`src/rtl/mul_seq_ctrl.sv`:
```
// mul_seq_ctrl: sequential signed multiplier using radix-4 (modified Booth) recoding,
// two multiplier bits per cycle, fixed WIDTH/2-cycle run.
module mul_seq_ctrl #(
  parameter int WIDTH = 32
) (
  input  logic             clock,
  input  logic             clear,
  input  logic             start,
  input  logic [WIDTH-1:0] Mplr,
  input  logic [WIDTH-1:0] Mcnd,
  output logic             busy,
  output logic             done,
  output logic [WIDTH-1:0] HI,
  output logic [WIDTH-1:0] LO
);
  localparam int AW = WIDTH + 2;
  localparam int CW = $clog2(WIDTH / 2);
  localparam logic [CW-1:0] LAST = CW'(WIDTH / 2 - 1);
  typedef enum logic [1:0] {IDLE, RUN, DONE} state_t;
  state_t state, nxt;
  logic [CW-1:0] cnt;
  logic [WIDTH-1:0] mcnd, mq, nmq;
  logic qm1, last;
  logic [2:0] trip;
  logic [AW-1:0] acc, m1, m2, pp, sum, nacc;
  assign last = state == RUN && cnt == LAST;
  assign busy = state != IDLE;
  assign done = state == DONE;
  always_ff @(posedge clock or negedge clear)
    if (!clear) state <= IDLE;
    else state <= nxt;
  always_comb begin
    nxt = state == IDLE ? (start ? RUN : IDLE) :
          state == RUN  ? (last ? DONE : RUN) : IDLE;
  end
  // Booth digit from {b(2i+1), b(2i), b(2i-1)}; 2M needs AW bits so MIN*MIN is exact
  always_comb begin
    trip = {mq[1:0], qm1};
    m1   = {{2{mcnd[WIDTH-1]}}, mcnd};
    m2   = m1 << 1;
    pp   = (trip == 3'b001 || trip == 3'b010) ? m1 :
           trip == 3'b011 ? m2 :
           trip == 3'b100 ? -m2 :
           (trip == 3'b101 || trip == 3'b110) ? -m1 : '0;
    sum  = acc + pp;
    nacc = {{2{sum[AW-1]}}, sum[AW-1:2]};
    nmq  = {sum[1:0], mq[WIDTH-1:2]};
  end
  always_ff @(posedge clock or negedge clear)
    if (!clear) begin
      cnt  <= '0;
      mcnd <= '0;
      mq   <= '0;
      qm1  <= 1'b0;
      acc  <= '0;
      HI   <= '0;
      LO   <= '0;
    end else if (state == IDLE && start) begin
      cnt  <= '0;
      mcnd <= Mcnd;
      mq   <= Mplr;
      qm1  <= 1'b0;
      acc  <= '0;
    end else if (state == RUN) begin
      cnt <= last ? '0 : cnt + 1'b1;
      acc <= nacc;
      mq  <= nmq;
      qm1 <= mq[1];
      if (last) begin
        HI <= nacc[WIDTH-1:0];
        LO <= nmq;
      end
    end
endmodule

```
`config.mk`:
```
export PLATFORM = sky130hd
export DESIGN_NAME = mul_seq_ctrl
export DESIGN_NICKNAME = d
export VERILOG_FILES = /design/src/rtl/mul_seq_ctrl.sv
export SDC_FILE = /design/constraint.sdc
export NUM_CORES = 1
export LEC_CHECK = 0
export CORE_MARGIN = 5
export CORE_UTILIZATION = 50
export CTS_CLUSTER_DIAMETER = 100
export DETAILED_ROUTE_END_ITERATION = 10
export PLACE_DENSITY = 0.73
export SYNTH_ARGS = -nofsm -noshare
export SYNTH_HDL_FRONTEND = slang
export SYNTH_SLANG_ARGS = --single-unit
```
`constraint.sdc`:
```
create_clock -name clock -period 7.3 [get_ports clock]
set_input_delay 0.73 -clock clock [delete_from_list [all_inputs] [get_ports clock]]
set_output_delay 0.73 -clock clock [all_outputs]
set_load 0.02 [all_outputs]
```
# == Yosys cells after proc, flatten, opt, wreduce, memory -nomap -nowiden ==
# Index checks and enable logic that the tools add are counted.
# op_classes
addsub,4
eq_ne,9
n_mux,17
bitwise,1
n_reduce_logical,8
# ops
cell,n
34-bit two-way mux,6
34-bit negation,2
32-bit two-way mux,2
34-bit adder,1
4-bit two-way mux,3
"3-bit equality test, second input constant",3
"3-bit by 2-bit equality test with 1-bit output, second input constant",2
2-bit two-way mux,3
"4-bit by 1-bit adder with 4-bit output, second input constant",1
"4-bit equality test, second input constant",1
2-bit nonzero test,2
"3-bit by 1-bit equality test with 1-bit output, second input constant",1
1-bit two-way mux,3
3-bit AND reduction,1
"2-bit by 1-bit equality test with 1-bit output, second input constant",1
"2-bit equality test, second input constant",1
1-bit logical AND,2
2-bit zero test,1
1-bit logical OR,2
1-bit inverter,1
# word_totals
regBits,169
input_bits,67
out_inout_bits,66
elab_cells,47

# == Longest topological paths before layout ==
# Gate-level depths: netlist (run 1).
# logic_depth
depth_word,9
depth_mapped,19
mapped_depth_nobuf,17

# == Least setup slack after synthesis (run 1) ==
# OpenSTA, ideal clock, no wires.
# synth_path
path_kind,reg-to-reg
startpoint,register mcnd[8]
endpoint,register HI[28]
setup_ns,0.128
arrival_time_ns,4.076
t_required_ns,7.172
slack_ns,3.096
stages_incl_launch_ff,18
path_buffers,2
period_less_slack_ns,4.204
path_cell_list,dfrtp_1 > clkbuf_1 > or4_1 > or3_1 > nor2_1 > xnor2_1 > a22o_1 > a22oi_1 > a21oi_1 > ha_1 > clkbuf_1 > o21ai_0 > o21ai_0 > a221oi_1 > a41oi_1 > o41ai_1 > mux2i_1 > nand3_1
# synth_via
elab_chain_cells,6
elab_cells_between_ends,7
# synth_rtl
element,line,text
start: declaration,22,"logic [WIDTH-1:0] mcnd, mq, nmq;"
start signal: assignment,60,mcnd <= Mcnd;
34-bit negation,44,(trip == 3'b101 || trip == 3'b110) ? -m1 : '0;
34-bit two-way mux,44,
34-bit two-way mux,43,trip == 3'b100 ? -m2 :
34-bit two-way mux,42,trip == 3'b011 ? m2 :
34-bit two-way mux *,41,pp = (trip == 3'b001 || trip == 3'b010) ? m1 :
34-bit adder *,45,sum = acc + pp;
end signal: assignment,70,HI <= nacc[WIDTH-1:0];
end: declaration,13,"output logic [WIDTH-1:0] HI,"
# Mark *: on every way between the ends. The rest lies on a longest branch, timed or not.
# A chain may end at the register's enable or synchronous reset.

# == Worst setup path after layout (run 1) ==
# layout_path
startpoint,register qm1
endpoint,register HI[28]
# layout_via
elab_chain_cells,7
elab_cells_between_ends,13
# layout_rtl
element,line,text
start: declaration,23,"logic qm1, last;"
start signal: assignment,68,qm1 <= mq[1];
3-bit equality test,44,
1-bit logical OR,44,
34-bit two-way mux,44,
34-bit two-way mux,43,
34-bit two-way mux,42,
34-bit two-way mux *,41,
34-bit adder *,45,
# Marked as above.

==> results of run 1 <==
## per-stage QoR
step / instances / hold WS (ns)
after floorplan: 1266 / 0.434
after global placement: 1593 / 0.461
after detailed placement: 1593 / 0.462
after CTS: 1624 / 0.439
after global routing: 1624 / 0.487
final: 1624 / 0.404
## layout make-up
type | count | area share
Clock inverter | 14 | 0.0125
Tap cell | 270 | 0.0273
Multi-Input combinational cell | 986 | 0.465
Inverter | 23 | 0.00699
Clock buffer | 17 | 0.0344
Sequential cell | 167 | 0.338
Timing Repair Buffer | 147 | 0.116
## layer usage
| metal | GRT usage | share of wire | up-vias |
|---|---|---|---|
| li1 | - | - | 4641 |
| met1 | 0.361 | 0.47 | 4532 |
| met2 | 0.369 | 0.44 | 338 |
| met3 | 0.0604 | 0.071 | 41 |
| met4 | 0.0749 | 0.026 | 0 |
| met5 | 0 | 0 | - |
## cells in the mapped netlist (16+ instances only)
cell / count
xor2_1: 26
o21ai_0: 98
a21o_1: 16
ha_1: 35
nor3_1: 25
o22ai_1: 20
nand3_1: 50
clkbuf_1: 76
inv_1: 22
nand2b_1: 16
dfrtp_1: 167
nor2_1: 54
xnor2_1: 25
nand2_1: 327
a21oi_1: 55
a22oi_1: 49
## state kept, by name, summed over array words and instances, names as in the netlist
name and count:
acc 32, qm1 1, HI 32, state 2
cnt 4, mq 32, mcnd 32, LO 32
## worst min-delay path by stage
| stage | to | slack [ns] | start |
|---|---|---|---|
| finish | HI[8]$_DFFE_PN0P_ | 0.40 | clear |
| global route | HI[8]$_DFFE_PN0P_ | 0.49 | clear |
| CTS | HI[13]$_DFFE_PN0P_ | 0.44 | clear |
| detailed placement | LO[25]$_DFFE_PN0P_ | 0.46 | LO[25]$_DFFE_PN0P_ |
| global placement | HI[29]$_DFFE_PN0P_ | 0.46 | HI[29]$_DFFE_PN0P_ |
| floorplan | HI[0]$_DFFE_PN0P_ | 0.43 | clear |
## cell families after synthesis
family / synth area share
flip-flops: 0.404
AO/OA/AOI/OAI: 0.219
buffers and inverters: 0.0427
AND/OR/NAND/NOR: 0.236
XOR/XNOR: 0.0432
multiplexers: 0.0108
adder cells (fa/ha/maj): 0.0443
## critical path: cells and delay by family, from the launching register on
kind	cells	cell delay (ns)
muxes	1	0.26
and+or+nand+nor	4	1.19
adders and majority gates	1	0.35
buffers and inverters	1	0.37
DFF	1	0.71
AOI/OAI and AO/OA	6	2.17
==> results.md, run 1 <==
- Status: finished clean
- Worst Hold Class: in -> async
- Critical path class: reg -> reg
- Post-route ant nets: 0
- Critical Path Max Stage Delay: 0.71 ns
- CP required: 7.62 ns
- I/O Pins: 133
- Total number of vias: 9552
- Crit. Startpoint: qm1$_DFFE_PN0P_
- FF+latch area: 4180 µm²
- Drt total wl: 29200 µm
- Fillcell total: 1864
- Synth async-reset ratio: 1.00
- FF-to-FF Start: qm1$_DFFE_PN0P_
- Vias per Instance: 5.88
- Most common cell after layout, fill and taps aside: nand2_1
- Post-CTS Resized: 0
- Fin crit share: 0.711
- Setup Skew: 0.0141 ns
- Final setup viols: 0
- # rows: 52
- Cell Area, Synth: 10300 µm²
- Final hold viol count: 0
- Slew Limit Fails: 0
- Worst setup margin: 2.11 ns
- ANT cells: 0
- Post-synthesis sequential area ratio: 0.404
- Multi-input gate area: 5740 µm²
- Final nets: 1445
- Fin area: 12400 µm²
- CP max stage cell: dfrtp_1
- First-pass GRT wire length: 48500 µm
- Clock buffer depth: 2
- Crit. End Element: flip-flop
- Starting DRT DRC Count: 800
- Initial DRT Pass Iterations: 5
- DIE HEIGHT: 154 µm
- Tmin final: 5.19 ns
- CTS buffer count: 17
- Layout area overhead: 19.5%
- Mapped Cells: 1266
- R2R cell count: 13
- RSZ-0062 raised after global routing: false
- # DRC: 0
- Setup bufs post-CTS: 0
- Total GRT Usage: 0.248
- Commonest cells after routing, fill and taps aside: 326 x nand2_1, 167 x dfrtp_1, 131 x clkdlybuf4s50_1
- Gp weighted congestion: 0.917
- Yosys reg bits: 167
- CTS tree: done
- Crit path to: HI[28]$_DFFE_PN0P_
- CTS HTree Levels: 4
- Vias in the first global route: 9214
- CTS clk-pin slew, worst paths: 0.07 ns
- Synthesized area per cell: 8.17 µm²
- Worst-Margin Slew: 0.991 ns
- Largest net degree at the start of global routing: 103
- Drt wl/cell: 18.0 µm
- Type of origin of the critical path: flip-flop
- Worst path cell trace: buf_4 > nor2b_1 > nor2_1 > or2_2 > o221a_2 > ha_1 > a211oi_1 > o21ai_0 > o2111ai_1 > a41oi_1 > o41ai_1 > mux2i_1 > nand3_1
- Yosys warning count: 0
- Setup TNS: 0 ns
- Post-DP HPWL: 20000 µm
- Yosys top cell by area: dfrtp_1
- Synth area leaders: dfrtp_1 40%, nand2_1 12%, o21ai_0 4.7%, ha_1 4.2%, a22oi_1 3.6%
- Die Wd: 154 µm
- Synth top area share: 0.404
- Core area: 20300 µm²
- DIE AREA: 23700 µm²
- Final Util: 0.609
- CP max FO: 24
- Count of input and output buffers: 132
- Top FF cell, synth: dfrtp_1
- CTS root buf: clkbuf_16
- FF-to-FF End: HI[28]$_DFFE_PN0P_
- Initial antenna violation count: 0
- Data arrival, critical path: 5.51 ns
- Area after DPL: 11800 µm²
- Post-synth EDFFs: 0
- Number of distinct library cells after synthesis: 74
- R2R Setup Slk: 2.11 ns
- Sinks on Clock Net: 167
- Initial Util: 0.509
- Global route total overflow: 0
- Mapped Nets: 1369
- Relative slew slack: 0.339
- Number of hold buffers added after cts: 0
- Max Clock Freq: 193 MHz
- Layout cell share with drive strength beyond 1: 0.0532
- Pre-CTS setup slack: 2.20 ns
- Clk_lat worst skew: 0.44 ns
- MaxCap Viol Count: 0
Power of run 1 is left out: the tool's default activity adds up to more than one toggle a clock period on the data nets, which glitch-free logic cannot reach.
==> run 2, diff against run 1 <==
--- a/config.mk
+++ b/config.mk
@@ -9,7 +9,7 @@
 export CORE_UTILIZATION = 50
 export CTS_CLUSTER_DIAMETER = 100
 export DETAILED_ROUTE_END_ITERATION = 10
-export PLACE_DENSITY = 0.73
+export PLACE_DENSITY = 0.76
 export SYNTH_ARGS = -nofsm -noshare
 export SYNTH_HDL_FRONTEND = slang
 export SYNTH_SLANG_ARGS = --single-unit
==> constraint.sdc (replaced) <==
create_clock -name clock -period 4.2 [get_ports clock]
set_input_delay 0.42 -clock clock [delete_from_list [all_inputs] [get_ports clock]]
set_output_delay 0.42 -clock clock [all_outputs]
set_load 0.02 [all_outputs]
==> run 2 against run 1 <==
  * First-iteration DRC count rose by 18%
  * Worst hold slack got worse by 0.35 ns
  * Non-clock buffer count rose by 129
  * Maximum frequency rose by 25%
  * Sequential share of layout area fell by 3.8 points
  * Flip-flop and latch count did not move
  * Critical path type unchanged
==> results.md, run 2 (synthesis results as in run 1) <==
- CP max FO: 4 (-83%)
- CTS buffer count: 17 (unchanged)
- Sinks on Clock Net: 167 (unchanged)
- Gp weighted congestion: 0.969 (+5.6%)
- Starting DRT DRC Count: 943 (+18%)
- Clk_lat worst skew: 0.44 ns (about the same)
- Data arrival, critical path: 4.48 ns (-1.03 ns)
- Fillcell total: 1647 (-12%)
- Fin area: 13900 µm² (+13%)
- Worst Hold Class: in -> async
- MaxCap Viol Count: 0 (unchanged)
- Setup Skew: 0.0125 ns (-0.00160 ns)
- Post-route ant nets: 0 (unchanged)
- Largest net degree at the start of global routing: 103 (unchanged)
- Area after DPL: 12700 µm² (+7.8%)
- Tmin final: 4.16 ns (-1.03 ns)
- Layout cell share with drive strength beyond 1: 0.185 (+0.132)
- Status: finished clean
- Relative slew slack: 0.342 (+0.00252)
- DIE AREA: 23700 µm² (unchanged)
- Vias in the first global route: 9946 (+7.9%)
- Commonest cells after routing, fill and taps aside: 323 x nand2_1, 167 x dfrtp_1, 142 x buf_4
- Multi-input gate area: 6260 µm² (+9.0%)
- CP required: 4.52 ns (-3.10 ns)
- Drt total wl: 31900 µm (+9.1%)
- DIE HEIGHT: 154 µm (unchanged)
- Core area: 20300 µm² (unchanged)
- Number of hold buffers added after cts: 0 (unchanged)
- CTS root buf: clkbuf_16
- CTS clk-pin slew, worst paths: 0.07 ns (about the same)
- Max Clock Freq: 240 MHz (+25%)
- # DRC: 0 (unchanged)
- Vias per Instance: 5.81 (-1.1%)
- Initial Util: 0.509 (unchanged)
- Crit. End Element: flip-flop
- Total number of vias: 10200 (+6.8%)
- Total GRT Usage: 0.261 (+0.0127)
- Drt wl/cell: 18.2 µm (+1.0%)
- Critical path class: reg -> reg
- CTS HTree Levels: 4 (unchanged)
- Final hold viol count: 0 (unchanged)
- FF+latch area: 4180 µm² (unchanged)
- Final setup viols: 0 (unchanged)
- Post-DP HPWL: 21800 µm (+9.0%)
- Slew Limit Fails: 0 (unchanged)
- Die Wd: 154 µm (unchanged)
- # rows: 52 (unchanged)
- Type of origin of the critical path: flip-flop
- Count of input and output buffers: 132 (unchanged)
- Clock buffer depth: 2 (unchanged)
- Most common cell after layout, fill and taps aside: nand2_1
- Initial antenna violation count: 0 (unchanged)
- Initial DRT Pass Iterations: 5 (unchanged)
- Final nets: 1574 (+8.9%)
- Layout area overhead: 34.6%
- First-pass GRT wire length: 51100 µm (+5.3%)
- Fin crit share: 0.991 (+0.280)
- I/O Pins: 133 (unchanged)
- CTS tree: done
- ANT cells: 0 (unchanged)
- Worst-Margin Slew: 0.987 ns (-0.00379 ns)
- Global route total overflow: 0 (unchanged)
- RSZ-0062 raised after global routing: true
run 2: cell type report:
class | count | area share
well taps | 270 | 0.0243
repair buffers | 276 | 0.174
flip-flops and latches | 167 | 0.300
inverters | 23 | 0.00620
clock inverters | 12 | 0.0129
multi-input cells | 986 | 0.450
clock buffers | 20 | 0.0328
run 2: routing by layer:
layer  part of all wire  GRT usage  wire (µm)
met1               0.44      0.354      14000
met2               0.46      0.412      14600
met3              0.075     0.0683       2380
met4              0.026     0.0795        838
met5                  0          0          0
run 2: critical path: stages, from the launching register on:
cell and delay (ns):
dfrtp_1 0.38, or4_4 0.55, or3_4 0.38, nor2_2 0.14
xnor2_1 0.11, a22o_1 0.19, a22oi_1 0.16, a21oi_2 0.10
ha_1 0.35, o21ai_1 0.18, o21ai_0 0.15, a221oi_2 0.33
a41oi_2 0.14, buf_4 0.17, buf_4 0.14, o41ai_4 0.26
mux2i_1 0.23, nand3_1 0.08
run 2: through the flow:
step | instances | util | worst slack (ns) | TNS, ns | hold WS, ns
after floorplan | 1266 | - | 0.0190 | 0 | 0.124
after global placement | 1713 | 0.626 | -0.0932 | -0.374 | 0.456
after detailed placement | 1713 | 0.626 | -0.0900 | -0.575 | 0.462
after CTS | 1745 | 0.660 | 0.00179 | 0 | 0.0836
after global routing | 1754 | 0.686 | -0.158 | -1.98 | 0.133
final | 1754 | 0.686 | 0.0398 | 0 | 0.0589
run 2: what timing repair did:
item                                    in CTS  in global routing
gates resized for setup                     10                 90
pin swaps                                    6                 28
endpoints found under the setup margin      18                 36
buffers inserted                             0                  9
run 2: path summary, 6_finish.rpt:
check,start,endpoint,slack [ns],depth (start not counted)
max,mcnd[8]$_DFFE_PN0P_,HI[28]$_DFFE_PN0P_,0.04,17
min,clear,HI[11]$_DFFE_PN0P_,0.06,1
max reg2reg,mcnd[8]$_DFFE_PN0P_,HI[28]$_DFFE_PN0P_,0.04,17
min reg2reg,LO[14]$_DFFE_PN0P_,LO[14]$_DFFE_PN0P_,0.48,2
max in group asynchronous,clear,cnt[1]$_DFFE_PN0P_,3.21,2
min in group clock,LO[14]$_DFFE_PN0P_,LO[14]$_DFFE_PN0P_,0.48,2
Power of run 2 is left out for the same reason.
==> run 3, diff against run 2 <==
--- a/config.mk
+++ b/config.mk
@@ -9,7 +9,9 @@
 export CORE_UTILIZATION = 50
 export CTS_CLUSTER_DIAMETER = 100
 export DETAILED_ROUTE_END_ITERATION = 10
+export HOLD_SLACK_MARGIN = 0.05
 export PLACE_DENSITY = 0.76
+export SLEW_MARGIN = 20
 export SYNTH_ARGS = -nofsm -noshare
 export SYNTH_HDL_FRONTEND = slang
 export SYNTH_SLANG_ARGS = --single-unit
==> results of run 3 <==
Final layout, timing and power as in run 2 (identical DEF).
Power of run 3 is left out for the same reason.
